==> src/rtl/friscv_decode_pkg.sv <==
// Shared decode constants for the friscv decode stage: RV32I/RV64I base opcodes,
// one-hot instruction-class bit positions and the immediate-format selector.
package friscv_decode_pkg;

  localparam logic [6:0] OPC_LUI       = 7'b0110111;
  localparam logic [6:0] OPC_AUIPC     = 7'b0010111;
  localparam logic [6:0] OPC_JAL       = 7'b1101111;
  localparam logic [6:0] OPC_JALR      = 7'b1100111;
  localparam logic [6:0] OPC_BRANCH    = 7'b1100011;
  localparam logic [6:0] OPC_LOAD      = 7'b0000011;
  localparam logic [6:0] OPC_STORE     = 7'b0100011;
  localparam logic [6:0] OPC_OP_IMM    = 7'b0010011;
  localparam logic [6:0] OPC_OP        = 7'b0110011;
  localparam logic [6:0] OPC_OP_IMM_32 = 7'b0011011;
  localparam logic [6:0] OPC_OP_32     = 7'b0111011;
  localparam logic [6:0] OPC_MISC_MEM  = 7'b0001111;
  localparam logic [6:0] OPC_SYSTEM    = 7'b1110011;

  localparam int ICLASS_W     = 16;
  localparam int IC_LUI       = 0;
  localparam int IC_AUIPC     = 1;
  localparam int IC_JAL       = 2;
  localparam int IC_JALR      = 3;
  localparam int IC_BRANCH    = 4;
  localparam int IC_LOAD      = 5;
  localparam int IC_STORE     = 6;
  localparam int IC_ALU_IMM   = 7;
  localparam int IC_ALU_REG   = 8;
  localparam int IC_ALU_IMM_W = 9;
  localparam int IC_ALU_REG_W = 10;
  localparam int IC_FENCE     = 11;
  localparam int IC_FENCE_I   = 12;
  localparam int IC_ECALL     = 13;
  localparam int IC_EBREAK    = 14;
  localparam int IC_CSR       = 15;

  // Raw fields + shamt + iclass + error; the bundle adds imm and pc on top.
  localparam int FIELDS_W = 72;

  typedef enum logic [2:0] {
    IMM_I,
    IMM_S,
    IMM_B,
    IMM_U,
    IMM_J,
    IMM_NONE
  } imm_fmt_e;

endpackage

==> src/rtl/friscv_decode_comb.sv <==
// Purely combinational RV32I/RV64I decoder: raw fields, one-hot class, sign-extended
// immediate and illegal-encoding flag; zero latency, no flow control of its own.
module friscv_decode_comb
  import friscv_decode_pkg::*;
#(
  parameter int XLEN = 32
) (
  input  logic [31:0]         i_instr,
  output logic [6:0]          o_opcode,
  output logic [2:0]          o_funct3,
  output logic [6:0]          o_funct7,
  output logic [4:0]          o_rs1,
  output logic [4:0]          o_rs2,
  output logic [4:0]          o_rd,
  output logic [11:0]         o_csr,
  output logic [4:0]          o_zimm,
  output logic [5:0]          o_shamt,
  output logic [XLEN-1:0]     o_imm,
  output logic [ICLASS_W-1:0] o_iclass,
  output logic                o_error
);

  imm_fmt_e              w_fmt;
  logic [ICLASS_W-1:0]   w_class;
  logic                  w_err;
  logic [XLEN-1:0]       w_imm_i;
  logic [XLEN-1:0]       w_imm_s;
  logic [XLEN-1:0]       w_imm_b;
  logic [XLEN-1:0]       w_imm_u;
  logic [XLEN-1:0]       w_imm_j;

  assign o_opcode = i_instr[6:0];
  assign o_funct3 = i_instr[14:12];
  assign o_funct7 = i_instr[31:25];
  assign o_rs1    = i_instr[19:15];
  assign o_rs2    = i_instr[24:20];
  assign o_rd     = i_instr[11:7];
  assign o_csr    = i_instr[31:20];
  assign o_zimm   = i_instr[19:15];
  assign o_shamt  = (XLEN == 64) ? i_instr[25:20] : {1'b0, i_instr[24:20]};

  assign w_imm_i = XLEN'($signed(i_instr[31:20]));
  assign w_imm_s = XLEN'($signed({i_instr[31:25], i_instr[11:7]}));
  assign w_imm_b = XLEN'($signed({i_instr[31], i_instr[7], i_instr[30:25], i_instr[11:8], 1'b0}));
  assign w_imm_u = XLEN'($signed({i_instr[31:12], 12'b0}));
  assign w_imm_j = XLEN'($signed({i_instr[31], i_instr[19:12], i_instr[20], i_instr[30:21], 1'b0}));

  always_comb begin
    w_fmt   = IMM_NONE;
    w_class = '0;
    w_err   = 1'b0;
    case (i_instr[6:0])
      OPC_LUI:    begin w_class[IC_LUI]    = 1'b1; w_fmt = IMM_U; end
      OPC_AUIPC:  begin w_class[IC_AUIPC]  = 1'b1; w_fmt = IMM_U; end
      OPC_JAL:    begin w_class[IC_JAL]    = 1'b1; w_fmt = IMM_J; end
      OPC_JALR:   begin w_class[IC_JALR]   = 1'b1; w_fmt = IMM_I; end
      OPC_BRANCH: begin w_class[IC_BRANCH] = 1'b1; w_fmt = IMM_B; end
      OPC_LOAD:   begin w_class[IC_LOAD]   = 1'b1; w_fmt = IMM_I; end
      OPC_STORE:  begin w_class[IC_STORE]  = 1'b1; w_fmt = IMM_S; end
      OPC_OP_IMM: begin
        w_class[IC_ALU_IMM] = 1'b1;
        w_fmt               = IMM_I;
        // SLLI/SRLI/SRAI: shamt[5] only exists on RV64
        if (XLEN == 32 && i_instr[13:12] == 2'b01 && i_instr[25]) w_err = 1'b1;
      end
      OPC_OP:     w_class[IC_ALU_REG] = 1'b1;
      OPC_OP_IMM_32: begin
        w_fmt = IMM_I;
        if (XLEN == 64) w_class[IC_ALU_IMM_W] = 1'b1;
        else            w_err                 = 1'b1;
      end
      OPC_OP_32: begin
        if (XLEN == 64) w_class[IC_ALU_REG_W] = 1'b1;
        else            w_err                 = 1'b1;
      end
      OPC_MISC_MEM: begin
        if (i_instr[12]) w_class[IC_FENCE_I] = 1'b1;
        else             w_class[IC_FENCE]   = 1'b1;
      end
      OPC_SYSTEM: begin
        if (i_instr[14:12] != 3'b000) w_class[IC_CSR]    = 1'b1;
        else if (i_instr[20])         w_class[IC_EBREAK] = 1'b1;
        else                          w_class[IC_ECALL]  = 1'b1;
      end
      default:    w_err = 1'b1;
    endcase
    if (i_instr[1:0] != 2'b11) w_err = 1'b1;
    if (w_err) w_class = '0;
  end

  always_comb begin
    case (w_fmt)
      IMM_I:   o_imm = w_imm_i;
      IMM_S:   o_imm = w_imm_s;
      IMM_B:   o_imm = w_imm_b;
      IMM_U:   o_imm = w_imm_u;
      IMM_J:   o_imm = w_imm_j;
      default: o_imm = '0;
    endcase
  end

  assign o_iclass = w_class;
  assign o_error  = w_err;

endmodule

==> src/rtl/friscv_decode_stage.sv <==
// Registered decode stage: 1-cycle latency, full throughput; a main + skid register pair
// absorbs one beat of backpressure so inst_ready is a flop (low only while skid is full).
module friscv_decode_stage
  import friscv_decode_pkg::*;
#(
  parameter int XLEN = 32
) (
  input  logic                aclk,
  input  logic                srst,
  input  logic                flush,
  input  logic                inst_valid,
  output logic                inst_ready,
  input  logic [31:0]         instruction,
  input  logic [XLEN-1:0]     inst_pc,
  output logic                dec_valid,
  input  logic                dec_ready,
  output logic [XLEN-1:0]     dec_pc,
  output logic [6:0]          opcode,
  output logic [2:0]          funct3,
  output logic [6:0]          funct7,
  output logic [4:0]          rs1,
  output logic [4:0]          rs2,
  output logic [4:0]          rd,
  output logic [11:0]         csr,
  output logic [4:0]          zimm,
  output logic [5:0]          shamt,
  output logic [XLEN-1:0]     imm,
  output logic [ICLASS_W-1:0] iclass,
  output logic                inst_error
);

  localparam int DW = 2 * XLEN + FIELDS_W;

  logic [6:0]          w_opcode;
  logic [2:0]          w_funct3;
  logic [6:0]          w_funct7;
  logic [4:0]          w_rs1;
  logic [4:0]          w_rs2;
  logic [4:0]          w_rd;
  logic [11:0]         w_csr;
  logic [4:0]          w_zimm;
  logic [5:0]          w_shamt;
  logic [XLEN-1:0]     w_imm;
  logic [ICLASS_W-1:0] w_iclass;
  logic                w_error;
  logic [DW-1:0]       w_dec;
  logic                w_in_fire;
  logic                w_main_free;

  logic [DW-1:0]       r_main;
  logic                r_main_vld;
  logic [DW-1:0]       r_skid;
  logic                r_skid_vld;
  logic                r_inst_ready;

  friscv_decode_comb #(.XLEN(XLEN)) u_comb (
    .i_instr  (instruction),
    .o_opcode (w_opcode),
    .o_funct3 (w_funct3),
    .o_funct7 (w_funct7),
    .o_rs1    (w_rs1),
    .o_rs2    (w_rs2),
    .o_rd     (w_rd),
    .o_csr    (w_csr),
    .o_zimm   (w_zimm),
    .o_shamt  (w_shamt),
    .o_imm    (w_imm),
    .o_iclass (w_iclass),
    .o_error  (w_error)
  );

  assign w_dec = {inst_pc, w_imm, w_opcode, w_funct3, w_funct7, w_rs1, w_rs2, w_rd,
                  w_csr, w_zimm, w_shamt, w_iclass, w_error};

  assign w_in_fire   = inst_valid & r_inst_ready;
  assign w_main_free = ~r_main_vld | dec_ready;

  always_ff @(posedge aclk) begin
    if (srst) begin
      r_main       <= '0;
      r_main_vld   <= 1'b0;
      r_skid       <= '0;
      r_skid_vld   <= 1'b0;
      r_inst_ready <= 1'b0;
    end else if (flush) begin
      r_main_vld   <= 1'b0;
      r_skid_vld   <= 1'b0;
      r_inst_ready <= 1'b1;
    end else if (w_main_free) begin
      // Skid is always older than anything arriving, and inst_ready is low while it is full
      if (r_skid_vld) begin
        r_main     <= r_skid;
        r_main_vld <= 1'b1;
      end else if (w_in_fire) begin
        r_main     <= w_dec;
        r_main_vld <= 1'b1;
      end else begin
        r_main_vld <= 1'b0;
      end
      r_skid_vld   <= 1'b0;
      r_inst_ready <= 1'b1;
    end else if (w_in_fire) begin
      r_skid       <= w_dec;
      r_skid_vld   <= 1'b1;
      r_inst_ready <= 1'b0;
    end
  end

  assign inst_ready = r_inst_ready;
  assign dec_valid  = r_main_vld;
  assign {dec_pc, imm, opcode, funct3, funct7, rs1, rs2, rd,
          csr, zimm, shamt, iclass, inst_error} = r_main;

endmodule

==> config.mk <==
export PLATFORM = sky130hd
export DESIGN_NAME = friscv_decode_stage
export DESIGN_NICKNAME = d
export VERILOG_FILES = /design/src/rtl/friscv_decode_pkg.sv /design/src/rtl/friscv_decode_comb.sv /design/src/rtl/friscv_decode_stage.sv
export SDC_FILE = /design/constraint.sdc
export NUM_CORES = 1
export LEC_CHECK = 0
export CAP_MARGIN = 25
export CORE_ASPECT_RATIO = 1.5
export CORE_MARGIN = 2
export CORE_UTILIZATION = 23
export CTS_CLUSTER_DIAMETER = 200
export DETAILED_ROUTE_END_ITERATION = 12
export SYNTH_ARGS = -nofsm -noshare
export SYNTH_HDL_FRONTEND = slang
export SYNTH_SLANG_ARGS = --single-unit
==> constraint.sdc <==
create_clock -name aclk -period 4.21 [get_ports aclk]
set_clock_uncertainty 0.15 [all_clocks]
set_input_delay 1.263 -clock aclk [delete_from_list [all_inputs] [get_ports aclk]]
set_output_delay 1.263 -clock aclk [all_outputs]
set_load 0.03 [all_outputs]
-- Yosys cells after proc, flatten, opt, wreduce, memory -nomap -nowiden
Index checks and enable logic that the tools add are counted.
- register bits: 274
- bits of input ports: 69
- ROM bits: 0
- logic and storage cells: 70
- output and inout bits: 138
- memories kept: 0
- bits in writable memories: 0
- bits in latches: 0
- order comparisons: 0
- mux-type cells: 30
- $add $sub $neg: 0
- bitwise gates (word level): 5
- equal/unequal tests: 18
- shift operators: 0
- div/mod/pow operators: 0
- reduce and logical (&&, ||, !) cells: 12
- multiply operators: 0
- operators with widths (operator ; number):
    $mux W136 ; 2
    $pmux W32 S5 ; 1
    $eq A7 B7 Y1 const B ; 4
    $eq A7 B5 Y1 const B ; 3
    $eq A7 B6 Y1 const B ; 3
    $mux W1 ; 21
    $mux W16 ; 1
    $pmux W3 S5 ; 1
    $reduce_or A10 Y1 ; 1
    $eq A7 B2 Y1 const B ; 1
    $eq A7 B4 Y1 const B ; 1
    $eq A3 B2 Y1 const B ; 2
    $reduce_and A3 Y1 ; 2
    $reduce_bool A3 Y1 ; 2
    $mux W2 ; 2
    $reduce_or A2 Y1 ; 2
    $reduce_or A4 Y1 ; 1
    $eq A3 B1 Y1 const B ; 1
    $eq A3 B3 Y1 const B ; 1
    $logic_not A3 Y1 ; 1
    $mux W3 ; 1
    $not A1 Y1 ; 3
    $reduce_or A3 Y1 ; 1
    $eq A2 B1 Y1 const B ; 1
    other kinds (6) ; 6

-- Depth between registers and ports, before layout
- depth after elaboration: 8
- depth in mapped cells: 7
- depth with buffers taken out: 4

-- Modules after synthesis
Synthesis repeated with hierarchy kept, for this count alone.
- cell total of the unflattened synthesis: 1724
- area total of the unflattened synthesis: 14328.7 um^2
- by module, submodules not included (module ; cells each ; sequential area each (um^2) ; area an instance (um^2) ; instances):
    friscv_decode_stage ; 1540 ; 5505.3 ; 13101.3 ; 1
    friscv_decode_comb ; 184 ; 0.0 ; 1227.4 ; 1

-- Worst setup path after synthesis
OpenSTA, ideal clock, no wires.
- path type: input-to-reg
- from: input port flush
- to: register r_main[91]
- library setup time: 0.148 ns
- required time: 3.912 ns
- path buffers: 1
- stages: 4
- slack: 1.449 ns
- data arrival time: 2.463 ns
- cells stage by stage: buf_2 -> or4_1 -> nor3_2 -> a221oi_1
- longest elaborated chain between the ends: 2
- RTL lines (element ; line ; text):
    from (decl) ; friscv_decode_stage.sv:10 ; input logic flush,
    $not A1 Y1 (no source line) ; -- ;
    $reduce_and A3 Y1 (no source line) ; -- ;
    to (signal assigned) ; friscv_decode_stage.sv:92 ; r_main <= r_skid;
    to (signal assigned) ; friscv_decode_stage.sv:95 ; r_main <= w_dec;
    to (decl) ; friscv_decode_stage.sv:50 ; logic [DW-1:0] r_main;
Every way passes these cells.
A chain may end at the register's enable or synchronous reset.

-- Final worst setup path
Same ends and word-level chain as after synthesis.

==> impl_metrics.csv <==
group,metric,value,unit
pwr,power,5.05,mW
pwr,pwr-share-clk,44.3,%
global_routing,antenna_found_initial,4,
timing,final.setup.tns,0,ns
logic_synthesis,synth_flop_cell,"dfxtp_1",
logic_synthesis,ys_types,59,
pwr,power_frac_comb,11.8,%
worst_setup_path,path_class,"primary input to flip-flop",
outcome,status,"complete, no violations",
logic_synthesis,synthArstFlopShare,0,%
clocking,path_clk_slew,0.06,ns
timing,grt_setup_unrepaired,"no",
clocking,htreeDepth,1,
clocking,cts_made_buffers,24,
die,initial_core_util,23.1,%
cells_and_area,syn2layout_area_growth,34.1,%
drt,postRouteAntennaNets,0,
logic_synthesis,synthCells,1136,
die,die_h,255,um
worst_setup_path,start_kind,"primary input",
timing,drv_slew,0,
drt,drt-pass1-iter-count,5,
die,io_pins,207,
timing,hold_viol_final,0,
logic_synthesis,ys_ff_latch,225,
pwr,p_switching,1.27,mW
placement,routabilityCongestion,0.860,
timing,fin_crit_sh,76.3,%
logic_synthesis,synthesis.area,0.00966,mm2
logic_synthesis,synth_compound_area_share,19.3,%
pwr,seqPwrFrac,43.9,%
die,die_width,171,um
global_routing,first_global_vias,8305,
worst_setup_path,critPathRequiredTime,4.43,ns
clocking,clock-sinks,225,
logic_synthesis,synth-simple-area-share,20.2,%
cells_and_area,fill_cells,4383,
global_routing,grt-ovfl-total,0,
logic_synthesis,synth-edff-count,0,
cells_and_area,fin_cells,1855,
clocking,hold_buffers,0,
logic_synthesis,yosys_warnings,0,
clocking,post_cts_buffers,0,
logic_synthesis,ys_seq_area_share,46.6,%
clocking,cts_buffer_depth,3,
placement,port_buffers,203,
clocking,clk_latency,0.52,ns
logic_synthesis,syn_area_per_cell,8.51,um2
global_routing,grt_pass1_wl,47.5,mm
clocking,cts-root-buf,"clkbuf_16",
timing,worst_slew_pin_slew,1.03,ns
timing,setup_viol,0,
drt,drtIter0Drc,566,
pwr,internal-power,3.78,mW
die,core,0.0418,mm2
drt,wl,31.0,mm
timing,fin_crit,3.21,ns
global_routing,grt_start_max_net_pins,77,
timing,clock.fmax,311,MHz
logic_synthesis,muxShareOfSynthArea,6.85,%
logic_synthesis,synth_top_family_by_area,"simple AND/OR/NAND/NOR gates",
pwr,leakagePower,3.98,nW
drt,drc,0,
worst_setup_path,cp_max_fo,10,
logic_synthesis,synthXorXnorAreaFrac,0,%
pwr,p_per_area,389,mW/mm2
worst_setup_path,critPathArrivalTime,3.43,ns
die,rows,92,
global_routing,grt_use_met1,15.3,%
cells_and_area,drive_gt1_share,6.90,%
pwr,p_sw_share,25.1,%
clocking,cts_tree,"done",
placement,dpl.hpwl,21.8,mm
timing,slew_headroom,30.7,%
global_routing,grt_use_met2,24.9,%
drt,vias_per_cell,4.71,
flow_run,max_cap_violations,0,
clocking,post_cts_resize_count,0,
logic_synthesis,synthAdderAreaFrac,0,%
pwr,ir_drop,0.000312,V
global_routing,grt_use_total,13.8,%
worst_setup_path,crit_path_end_kind,"flip-flop",
global_routing,met3_usage,3.25,%
die,fp.dieArea,0.0437,mm2
placement,placed_cells,1811,
drt,drt-wirelength-per-cell,16.7,um
cells_and_area,nets,1343,
global_routing,top_usage_layer,"met2",
drt,vias,8732,
min_path,hold_path.class,"flip-flop to flip-flop",
synth_stat cells (2+ instances only):
library cell	instances	share of area, %
a21oi_1	102	5.3
a221o_1	4	0.41
nor2b_1	7	0.45
nand4b_1	4	0.36
or3_1	10	0.65
o31ai_1	3	0.23
inv_1	8	0.31
o21a_1	5	0.39
o21ai_0	20	1.0
or3b_1	2	0.18
dfxtp_1	225	47
nor4_1	5	0.32
a311oi_1	2	0.18
o311ai_0	3	0.27
nand4_1	10	0.65
buf_4	30	2.3
nor3_2	4	0.41
o22ai_1	8	0.52
a2bb2oi_1	2	0.18
o21ai_1	7	0.36
nor3b_1	6	0.47
nor3_1	24	1.2
a31oi_1	4	0.26
nand3b_1	4	0.31
buf_2	40	2.1
nand4bb_1	2	0.23
a211oi_1	96	7.5
nand2_1	198	7.7
and3_1	2	0.13
nor2_1	107	4.2
or4_1	2	0.16
a221oi_1	21	1.9
nor4b_1	7	0.63
nand2b_1	4	0.26
nand3_1	13	0.67
clkbuf_1	58	2.3
mux2i_1	65	6.7
cell families (layout without fill, tap and decap cells):
kind of cell,count (synthesis),in the layout
simple gates,421,421
compound gates,286,286
flops,225,225
buf+inv,137,289
mux,66,66
other cells,1,4
metrics by stage:
stage	setup WS (ns)	hold slack [ns]	util [%]	instance area, um2
finish	0.999	0.302	31.0	13000
global route	0.822	0.323	31.0	13000
CTS	1.04	0.304	30.9	12900
detailed placement	0.503	0.296	29.0	12100
global placement	0.495	0.288	29.0	12100
floorplan	1.45	0.282	-	9670
routing by layer:
layer  wire length [um]  up-vias  share of wire, %
met1              11800     4121                38
met2              15900      263                51
met5                 43        -              0.14
li1                   -     4275                 -
met4               1300        6               4.2
met3               1990       67               6.4
final cells by class:
type                            count  area [um2]  share of cell area, %
Inverter                            8        30.0                  0.232
Clock buffer                       37         721                   5.56
Clock inverter                      5         103                  0.792
Tap cell                          564         706                   5.45
Antenna cell                        1        2.50                 0.0193
Sequential cell                   225        4510                   34.8
Multi-Input combinational cell    776        4520                   34.9
Timing Repair Buffer              239        2370                   18.3
cells in the final DEF (no fill, tap or decap), types with 7 or more instances in the layout:
master / instances
a211oi_1: 96
clkbuf_16: 25
mux2i_1: 65
buf_4: 31
clkbuf_1: 7
dfxtp_1: 224
a21oi_1: 102
nor4b_1: 7
nor3_1: 24
inv_1: 8
o21ai_1: 7
nand2_1: 198
nor2b_1: 7
nor2_1: 106
nand3_1: 12
clkdlybuf4s50_1: 202
nand4_1: 10
o21ai_0: 20
o22ai_1: 8
or3_1: 10
a221oi_1: 21
state kept, by name, summed over array words and instances, names as in the netlist:
register	cells
dec_valid	1
r_main	111
r_skid	111
r_skid_vld	1
inst_ready	1
power groups by stage:
| stage | sequential (mW) | clock [mW] | combinational [mW] |
|---|---|---|---|
| CTS | 2.22 | 2.32 | 0.598 |
| floorplan | 2.35 | 0 | 0.236 |
| global placement | 2.26 | 0 | 0.591 |
| finish | 2.21 | 2.24 | 0.594 |
| global route | 2.22 | 2.39 | 0.635 |
| detailed placement | 2.26 | 0 | 0.596 |
path summary, 6_finish.rpt:
path	startpoint	to	slack, ns	depth (start not counted)
worst min register to register	r_skid[1]	r_skid[1]	0.30	2
worst min-delay path	r_skid[1]	r_skid[1]	0.30	2
worst max register to register	r_skid_vld	r_main[74]	1.63	3
worst max-delay path	flush	r_main[91]	1.0	5
critical path, cell delays in order:
cell	delay (ns)
clkdlybuf4s50_1	0.58
buf_4	0.26
or4_1	0.61
nor3_2	0.55
a221oi_1	0.15
No activity file was read; power rests on OpenSTA's default activity.
